**src/rtl/vector_checker16.sv**
```systemverilog
// ============================================================================
// Module   : vector_checker16
// Purpose  : In-order response checker; compares streamed words against
//            preloaded expected vectors and reports errors and pass/fail.
// Revision : 1.0  initial release
// ============================================================================
`default_nettype none

module vector_checker16 #(
  parameter int WIDTH = 16,
  parameter int DEPTH = 8,
  parameter int AW    = 3
) (
  input  logic             clk,
  input  logic             reset,
  input  logic             wr_en,
  input  logic [AW-1:0]    wr_addr,
  input  logic [WIDTH-1:0] wr_data,
  input  logic             start,
  input  logic [AW:0]      count,
  input  logic             obs_valid,
  input  logic [WIDTH-1:0] obs_data,
  output logic             obs_ready,
  output logic             busy,
  output logic             done,
  output logic             pass,
  output logic             mismatch,
  output logic [AW:0]      err_count,
  output logic [AW-1:0]    first_err_idx,
  output logic             first_err_valid
);

  typedef enum logic [1:0] {
    S_IDLE = 2'd0,
    S_RUN  = 2'd1,
    S_DONE = 2'd2
  } state_t;

  localparam logic [AW:0] c_depth = DEPTH[AW:0];

  state_t           r_state;
  logic [WIDTH-1:0] r_mem [DEPTH];
  logic [AW-1:0]    r_idx;
  logic [AW:0]      r_n;

  logic [AW:0]      w_n;
  logic             w_accept;
  logic             w_diff;
  logic             w_last;
  logic [AW:0]      w_err_next;

  assign w_n        = (count > c_depth) ? c_depth : count;
  assign w_accept   = (r_state == S_RUN) && obs_valid && obs_ready;
  assign w_diff     = (obs_data != r_mem[r_idx]);
  assign w_last     = ({1'b0, r_idx} == (r_n - 1'b1));
  assign w_err_next = err_count + {{AW{1'b0}}, w_diff};

  // Expected vectors are frozen while a run is consuming them.
  always_ff @(posedge clk) begin
    if (!reset && wr_en && (r_state != S_RUN)) begin
      r_mem[wr_addr] <= wr_data;
    end
  end

  always_ff @(posedge clk) begin
    if (reset) begin
      r_state         <= S_IDLE;
      r_idx           <= '0;
      r_n             <= '0;
      obs_ready       <= 1'b0;
      busy            <= 1'b0;
      done            <= 1'b0;
      pass            <= 1'b0;
      mismatch        <= 1'b0;
      err_count       <= '0;
      first_err_idx   <= '0;
      first_err_valid <= 1'b0;
    end else begin
      mismatch <= 1'b0;
      case (r_state)
        S_IDLE, S_DONE: begin
          if (start) begin
            r_n             <= w_n;
            r_idx           <= '0;
            err_count       <= '0;
            first_err_idx   <= '0;
            first_err_valid <= 1'b0;
            if (w_n == '0) begin
              r_state <= S_DONE;
              done    <= 1'b1;
              pass    <= 1'b1;
            end else begin
              r_state   <= S_RUN;
              busy      <= 1'b1;
              obs_ready <= 1'b1;
              done      <= 1'b0;
              pass      <= 1'b0;
            end
          end
        end
        S_RUN: begin
          if (w_accept) begin
            r_idx <= r_idx + 1'b1;
            if (w_diff) begin
              mismatch  <= 1'b1;
              err_count <= w_err_next;
              if (!first_err_valid) begin
                first_err_idx   <= r_idx;
                first_err_valid <= 1'b1;
              end
            end
            // Pass must include the verdict of the word accepted this cycle.
            if (w_last) begin
              r_state   <= S_DONE;
              obs_ready <= 1'b0;
              busy      <= 1'b0;
              done      <= 1'b1;
              pass      <= (w_err_next == '0);
            end
          end
        end
        default: begin
          r_state <= S_IDLE;
        end
      endcase
    end
  end

endmodule

`default_nettype wire

```
**config.mk**
```make
export PLATFORM = sky130hd
export DESIGN_NAME = vector_checker16
export DESIGN_NICKNAME = d
export VERILOG_FILES = /design/src/rtl/vector_checker16.sv
export SDC_FILE = /design/constraint.sdc
export NUM_CORES = 1
export LEC_CHECK = 0
export CORE_AREA = 8 8 134 136
export DETAILED_ROUTE_END_ITERATION = 10
export DIE_AREA = 0 0 142 144
export SYNTH_ARGS = -nofsm -noshare
export SYNTH_HDL_FRONTEND = slang
export SYNTH_SLANG_ARGS = --single-unit
```
**constraint.sdc**
```tcl
create_clock -name clk -period 3.1 [get_ports clk]
set_input_delay 0.62 -clock clk [delete_from_list [all_inputs] [get_ports clk]]
set_output_delay 0.62 -clock clk [all_outputs]
set_load 0.02 [all_outputs]
```
Word level (Yosys, flattened, before mapping). Memory sizes are Yosys's and may differ from the RTL's. A register that Yosys moved wholly into a read port is not among the register bits. Index checks and enable logic that the tools add are counted.

Reductions and logical operators: 18. Bitwise gates (word level): 2. Equality and inequality tests: 11. $add $sub $neg: 3. Order comparisons: 1. Muxes and demuxes: 39.

Operators with widths (number): two-way mux 3 bit (7); two-way mux 1 bit (16); two-way mux 4 bit (4); != test 16 bit (1); != test 2 bit, second input constant (6); one-hot mux 3 bit (2 select lines) (2); AND reduction 5 bit (2); zero test 4 bit (2); two-way mux 2 bit (4); one-hot mux 1 bit (2 select lines) (4); one-hot mux 4 bit (2 select lines) (1); AND reduction 4 bit (2); AND reduction 3 bit (2); adder 4 x 1 -> 4 bit (1); equality test 3 x 4 -> 1 bit (1); > comparator 4 bit, second input constant (1); logical AND 1 bit (4); one-hot mux 2 bit (2 select lines) (1); subtractor 4 x 1 -> 4 bit, second input constant (1); adder 3 x 1 -> 3 bit, second input constant (1); OR reduction 3 bit (1); equality test 2 x 1 -> 1 bit, second input constant (1); equality test 2 bit, second input constant (1); zero test 2 bit (1); other kinds (6) (7).

Logic and storage cells: 85. Memories: 1. Register bits: 21. Input port bits: 44. Memory bits (writable): 128. Output and inout port bits: 13.

Memory list: r_mem (depth 8, bits a word 16, read ports 1, clocked after memory_dff 1, wr ports 1, line 42) `logic [WIDTH-1:0] r_mem [DEPTH];`.

Depth between registers and ports, before layout. Gate-level depths: netlist of run 1.

Depth in word-level cells: 7. Depth in mapped cells: 15. Gate-level depth less buffers: 13.

Worst setup path before layout of run 1. Ideal clock, no wire load.

Path kind: flip-flop to flip-flop. Start: register with a tool-made name. End: register pass. Library setup time: 0.065 ns. Setup slack: -0.249 ns. Required time: 3.035 ns. Period minus slack after synthesis: 3.349 ns. Buffers on the path: 2. Stages on the path, launching flop included: 15. Arrival: 3.284 ns. Cells stage by stage: dfxtp_1 > buf_6 > buf_6 > mux4_2 > mux2i_1 > xor2_1 > nand4_1 > nor4_4 > inv_1 > ha_1 > ha_1 > or4_1 > o21ai_0 > a2bb2oi_1 > nor2_1.

RTL lines: end signal, assigned (line 118) `pass <= (w_err_next == '0);`; end, declared (line 26) `output logic pass,`.

==> results.toml, run 1 <==
[global_routing]
track_usage = 0.134
grt_pass1_vias = 3483
grt_pass1_wl_microns = 19900
antenna_found_initial = 0
grt_overflow = 0
grt_max_degree = 20

[power_and_ir_drop]
power_density_nw_per_um2 = 568
p_leak_uw = 0.00255
ir_drop_mv = 0.493

[clock_tree]
clock-root-buffer = "clkbuf_16"
ctsHtreeMaxLevel = 4
clock_sinks = 152
cts_made_buffers = 17
clk_pin_slew_worst_paths_ps = 60
clk_latency_ps = 420
tritoncts = "done"
clockBufferDepth = 2
postCtsHoldBufs = 0

[worst_setup_path]
cpLargestDelayFamily = "simple AND/OR/NAND/NOR gates"
required_ps = 3450
setup.worst_path.start_class = "register"
critical_path_arrival_ps = 3680
slowest_stage = "mux4_2"
crit_fanout = 4
cp-end-kind = "register"
crit_chain = "buf_12 > buf_16 > mux4_2 > mux2i_2 > xor2_1 > nand4_1 > nor4_4 > inv_2 > ha_4 > ha_4 > xor2_1 > or4_1 > o21ai_1 > a2bb2oi_1 > nor2_1"
cp_num_buf_inv = 3
max_stage_delay_ps = 500
crit_type = "reg -> reg"

[drt]
ant_nets = 0
wl_per_cell_microns = 19.0
drc_errors = 0
avgViaCountPerCell = 5.02
drt_first_pass_iters = 4
drt_iter0_markers = 262
wl_microns = 12900
vias = 3410

[layout]
mostFrequentLayoutCell = "edfxtp_1"
syn_to_final_growth_pct = 28.0
fill_cells = 1355
most-common-layout-cells = "edfxtp_1 (128), clkdlybuf4s50_1 (56), mux4_2 (32), nor2_1 (23), dfxtp_1 (23)"
fin_cells = 679
diodes = 0
nets = 494
drive_gt1_frac = 0.233

[placed_design]
gp_congestion = 0.755
dp.cells = 637
port_buffers = 56
dp.final_hpwl_microns = 8200

[timing]
maxSlewHeadroom = 0.594
setup_violations = 2
hold_viol = 0
period_share = 1.07
max_freq_mhz = 300
slew_violations = 0
rsz0062_at_grt = "true"
whs_ps = 460
finClkSkew_ps = 5.81
period_needed_ps = 3330
setup_ws_ps = -228
tightest_slew_ps = 607

[logic_synthesis]
syn_area_sq_um = 6160
avgSynthCellArea_sq_um = 17.3
syn_nets = 404
yosysSeqAreaShare = 0.702
synth-seq-cells = 152
synth_cells = 356
yosys_warnings = 0
yosysUniqueCellTypes = 37

[floorplan]
io_pins = 57
die_w_microns = 142
start_util = 0.384
die_h_microns = 144
core-area_sq_um = 16100
die_area_sq_um = 20400
rows = 47

[run_status]
violations = "setup timing"
status = "finished with violations"

[job]
drv_cap = 0

[min_path]
hp-class = "reg -> reg"
==> tightest hold or removal path, delay by kind of cell, from the launching register on <==
family	cells	cell delay [ps]
flops	1	310
mux	1	50
simple gates	1	50
==> metal layers <==
layer / wire length [microns] / GRT usage / up-vias
li1: - / - / 1570
met1: 5780 / 0.170 / 1741
met2: 6270 / 0.210 / 86
met3: 601 / 0.0419 / 13
met4: 225 / 0.0565 / 0
met5: 0 / 0 / -
==> logic make-up (layout without fill, tap and decap cells) <==
| group | Yosys count | after routing | share of synthesized area |
|---|---|---|---|
| compound gates | 23 | 23 | 0.0211 |
| xor+xnor | 22 | 22 | 0.0313 |
| fa+ha+maj | 4 | 4 | 0.00812 |
| buf+inv | 22 | 125 | 0.0191 |
| flops | 152 | 152 | 0.702 |
| mux | 55 | 55 | 0.155 |
| simple gates | 78 | 78 | 0.0636 |
==> area by class of cell <==
type                       instances  area [sq um]  share of cell area
inverter                           6          22.5             0.00286
clock inverter                    12           129              0.0163
clock buffer                      20           437              0.0554
multi-input combinational        182          1780               0.226
tap                              220           275              0.0349
sequential                       152          4330               0.549
timing repair buffer              87           912               0.116
==> metrics by stage <==
step,TNS (ps),area (sq um),total power [uW],worst slack (ps),util
after floorplan,-168,6200,2420,-168,-
after global placement,-565,7120,2540,-335,0.444
after detailed placement,-716,7120,2550,-357,0.444
after CTS,-348,7790,4530,-254,0.485
after global routing,-847,7890,4630,-427,0.491
final,-270,7890,4480,-228,0.491
==> worst paths after layout <==
path	from	end	slack (ps)	cells past startpoint
worst max register to register	register	pass$_SDFFE_PP0P_	-230	15
worst min register to register	first_err_idx[0]$_SDFFE_PP0P_	first_err_idx[0]$_SDFFE_PP0P_	460	2
worst max-delay path	register	pass$_SDFFE_PP0P_	-230	15
worst min-delay path	first_err_idx[0]$_SDFFE_PP0P_	first_err_idx[0]$_SDFFE_PP0P_	460	2
==> cell usage after synthesis <==
master / instances / area (sq um)
edfxtp_1: 128 / 3840
mux4_2: 32 / 721
dfxtp_1: 24 / 480
nor2_1: 23 / 86.3
nand2_1: 20 / 75.1
mux2i_1: 19 / 190
xor2_1: 18 / 158
a21oi_1: 13 / 65.1
nand3_1: 8 / 40.0
clkbuf_1: 6 / 22.5
inv_1: 6 / 22.5
nand4_1: 6 / 37.5
nand2b_1: 5 / 31.3
o21ai_0: 5 / 25.0
ha_1: 4 / 50.1
nor3_1: 4 / 20.0
xnor2_1: 4 / 35.0
buf_1: 3 / 11.3
buf_4: 3 / 22.5
buf_6: 3 / 33.8
mux2_1: 3 / 33.8
nor3b_1: 3 / 22.5
and3_1: 2 / 12.5
a211oi_1: 1 / 7.51
a221oi_1: 1 / 8.76
a2bb2oi_1: 1 / 8.76
buf_2: 1 / 5.00
mux2_2: 1 / 11.3
nand4b_1: 1 / 8.76
nor2b_1: 1 / 6.26
nor4_1: 1 / 6.26
nor4_4: 1 / 21.3
o211ai_1: 1 / 7.51
o21a_1: 1 / 7.51
or3_1: 1 / 6.26
or4_1: 1 / 7.51
or4b_2: 1 / 10.0
==> power by group <==
group,switching (uW),leakage [uW],total [uW],internal (uW)
clock network,787,0.000272,1970,1180
registers,18.1,0.00135,2260,2250
logic,126,0.000925,249,123
==> repair_timing <==
item | in CTS | in global routing
setup endpoints to repair | 4 | 4
cloned | 1 | 0
resized for setup | 12 | 8
pin swaps | 7 | 9
buffers inserted | 2 | 7
==> state kept, by name, summed over array words and instances, names as in the netlist, named ones only <==
name and flops:
r_n 4, r_idx 3, first_err_idx 3, pass 1
err_count 4, r_state 2, mismatch 1, r_mem 128
first_err_valid 1, busy 1, done 1
Note: power is estimated with default switching activity, not from simulation.
==> inputs of run 2 (changes only) <==
- CORE_AREA: 8 8 134 136 -> 8 8 119 121
- DIE_AREA: 0 0 142 144 -> 0 0 127 129
- PLACE_DENSITY: default -> 0.74
==> run 2 against run 1 <==
The flow still finishes with violations (setup timing). Hold slack worse by 2.9 ps. Sequential cell count did not move. Clock power down 4%. Maximum frequency fell by 1.7%. Wire length decreased by 1.4%. Largest cell class unchanged.
==> results.toml, run 2 (synthesized netlist as in run 1, its figures left out) <==
[power_and_ir_drop]
ir_drop_mv = 0.501
p_leak_uw = 0.00256
power_density_nw_per_um2 = 566

[drt]
wl_per_cell_microns = 20.8
top_layer_used = "met4"
wl_met2_microns = 6650
wl_microns = 12700
avgViaCountPerCell = 5.51
wl_met3_microns = 760
drc_errors = 0
met1_length_microns = 5140
ant_nets = 0
drt_first_pass_iters = 4
vias = 3368
drt_iter0_markers = 231

[timing]
max_freq_mhz = 295
maxSlewHeadroom = 0.619
setup_ws_ps = -285
period_share = 1.09
whs_ps = 457
setup_violations = 3
hold_viol = 0
slew_violations = 0
rsz0062_at_grt = "true"
finClkSkew_ps = 11.7
period_needed_ps = 3390
tightest_slew_ps = 570

[worst_setup_path]
required_ps = 3460
crit_chain = "buf_12 > mux4_2 > mux2i_1 > xor2_1 > nand4_1 > nor4_4 > inv_2 > ha_4 > ha_4 > xor2_1 > or4_1 > o21ai_1 > a2bb2oi_1 > nor2_1"
max_stage_delay_ps = 490
crit_type = "reg -> reg"
setup.worst_path.start_class = "register"
critical_path_arrival_ps = 3740
cp-end-kind = "register"
slowest_stage = "mux4_2"
crit_fanout = 8

[floorplan]
die_h_microns = 129
io_pins = 57
core-area_sq_um = 12300
rows = 41
die_w_microns = 127
start_util = 0.501
die_area_sq_um = 16400

[clock_tree]
clockBufferDepth = 2
clk_latency_ps = 420
clock-root-buffer = "clkbuf_16"
clock_sinks = 152
cts_made_buffers = 17
ctsHtreeMaxLevel = 4
tritoncts = "done"
clk_pin_slew_worst_paths_ps = 60
postCtsHoldBufs = 0

[layout]
largest_reg_flops = 128
top_regs = "r_mem (128), err_count (4), r_n (4)"
mostFrequentLayoutCell = "edfxtp_1"
most-common-layout-cells = "edfxtp_1 (128), clkdlybuf4s50_1 (56), mux4_2 (32), buf_4 (25)"
nets = 496
diodes = 0
syn_to_final_growth_pct = 26.3
drive_gt1_frac = 0.241
final_area_sq_um = 7780
top_register = "r_mem"

[global_routing]
track_usage = 0.165
grt_pass1_vias = 3625
grt_pass1_wl_microns = 19600
grt_max_degree = 20
grt_overflow = 0
antenna_found_initial = 0

[run_status]
violations = "setup timing"
status = "finished with violations"

[placed_design]
dp.final_hpwl_microns = 8120
place_area_sq_um = 7080
port_buffers = 56
gp_congestion = 0.762

[min_path]
hp-class = "reg -> reg"
min_from = "first_err_idx[2]$_SDFFE_PP0P_"

[job]
drv_cap = 0
[run 2: final timing paths]
| path | end | slack [ps] | depth (start not counted) |
|---|---|---|---|
| max reg2reg | pass$_SDFFE_PP0P_ | -290 | 14 |
| min | first_err_idx[2]$_SDFFE_PP0P_ | 460 | 2 |
| min reg2reg | first_err_idx[2]$_SDFFE_PP0P_ | 460 | 2 |
| max | pass$_SDFFE_PP0P_ | -290 | 14 |
[run 2: power by group]
part | internal, uW | leakage (uW) | switching, uW
clock network | 1100 | 0.000275 | 796
logic | 121 | 0.000935 | 123
registers | 2250 | 0.00135 | 18.7
[run 2: routing by layer]
metal,global-route usage,vias to the layer above
li1,-,1575
met1,0.181,1689
met2,0.282,92
met3,0.0608,12
met4,0.0784,0
met5,0,-
[run 2: timing repair]
item / 4_1_cts / 5_1_grt
gates cloned: 1 / 0
endpoints found under the setup margin: 5 / 4
gates resized for setup: 12 / 3
pin swaps: 11 / 0
buffers inserted: 4 / 3
[run 2: worst max-delay path, delay by kind of cell, from the launching register on]
| family | cells | cell delay [ps] |
|---|---|---|
| compound gates | 2 | 200 |
| xor+xnor | 2 | 400 |
| fa+ha+maj | 2 | 330 |
| buf+inv | 2 | 260 |
| flops | 1 | 440 |
| mux | 2 | 670 |
| simple gates | 4 | 1030 |
[run 2: stage by stage]
step / setup slack [ps] / std cells / power, uW / TNS [ps] / utilization
after floorplan: -168 / 356 / 2420 / -168 / -
after global placement: -454 / 571 / 2540 / -1020 / 0.575
after detailed placement: -511 / 571 / 2540 / -1270 / 0.575
after CTS: -333 / 608 / 4440 / -655 / 0.628
after global routing: -483 / 611 / 4560 / -1210 / 0.632
final: -285 / 611 / 4410 / -565 / 0.632
[run 2: area by class of cell]
cell class / count / area [sq um]
clock buffer: 17 / 425
clock inverter: 15 / 125
fill: 871 / 4530
inverter: 6 / 22.5
multi-input combinational: 182 / 1790
sequential: 152 / 4330
tap: 150 / 188
timing repair buffer: 89 / 907
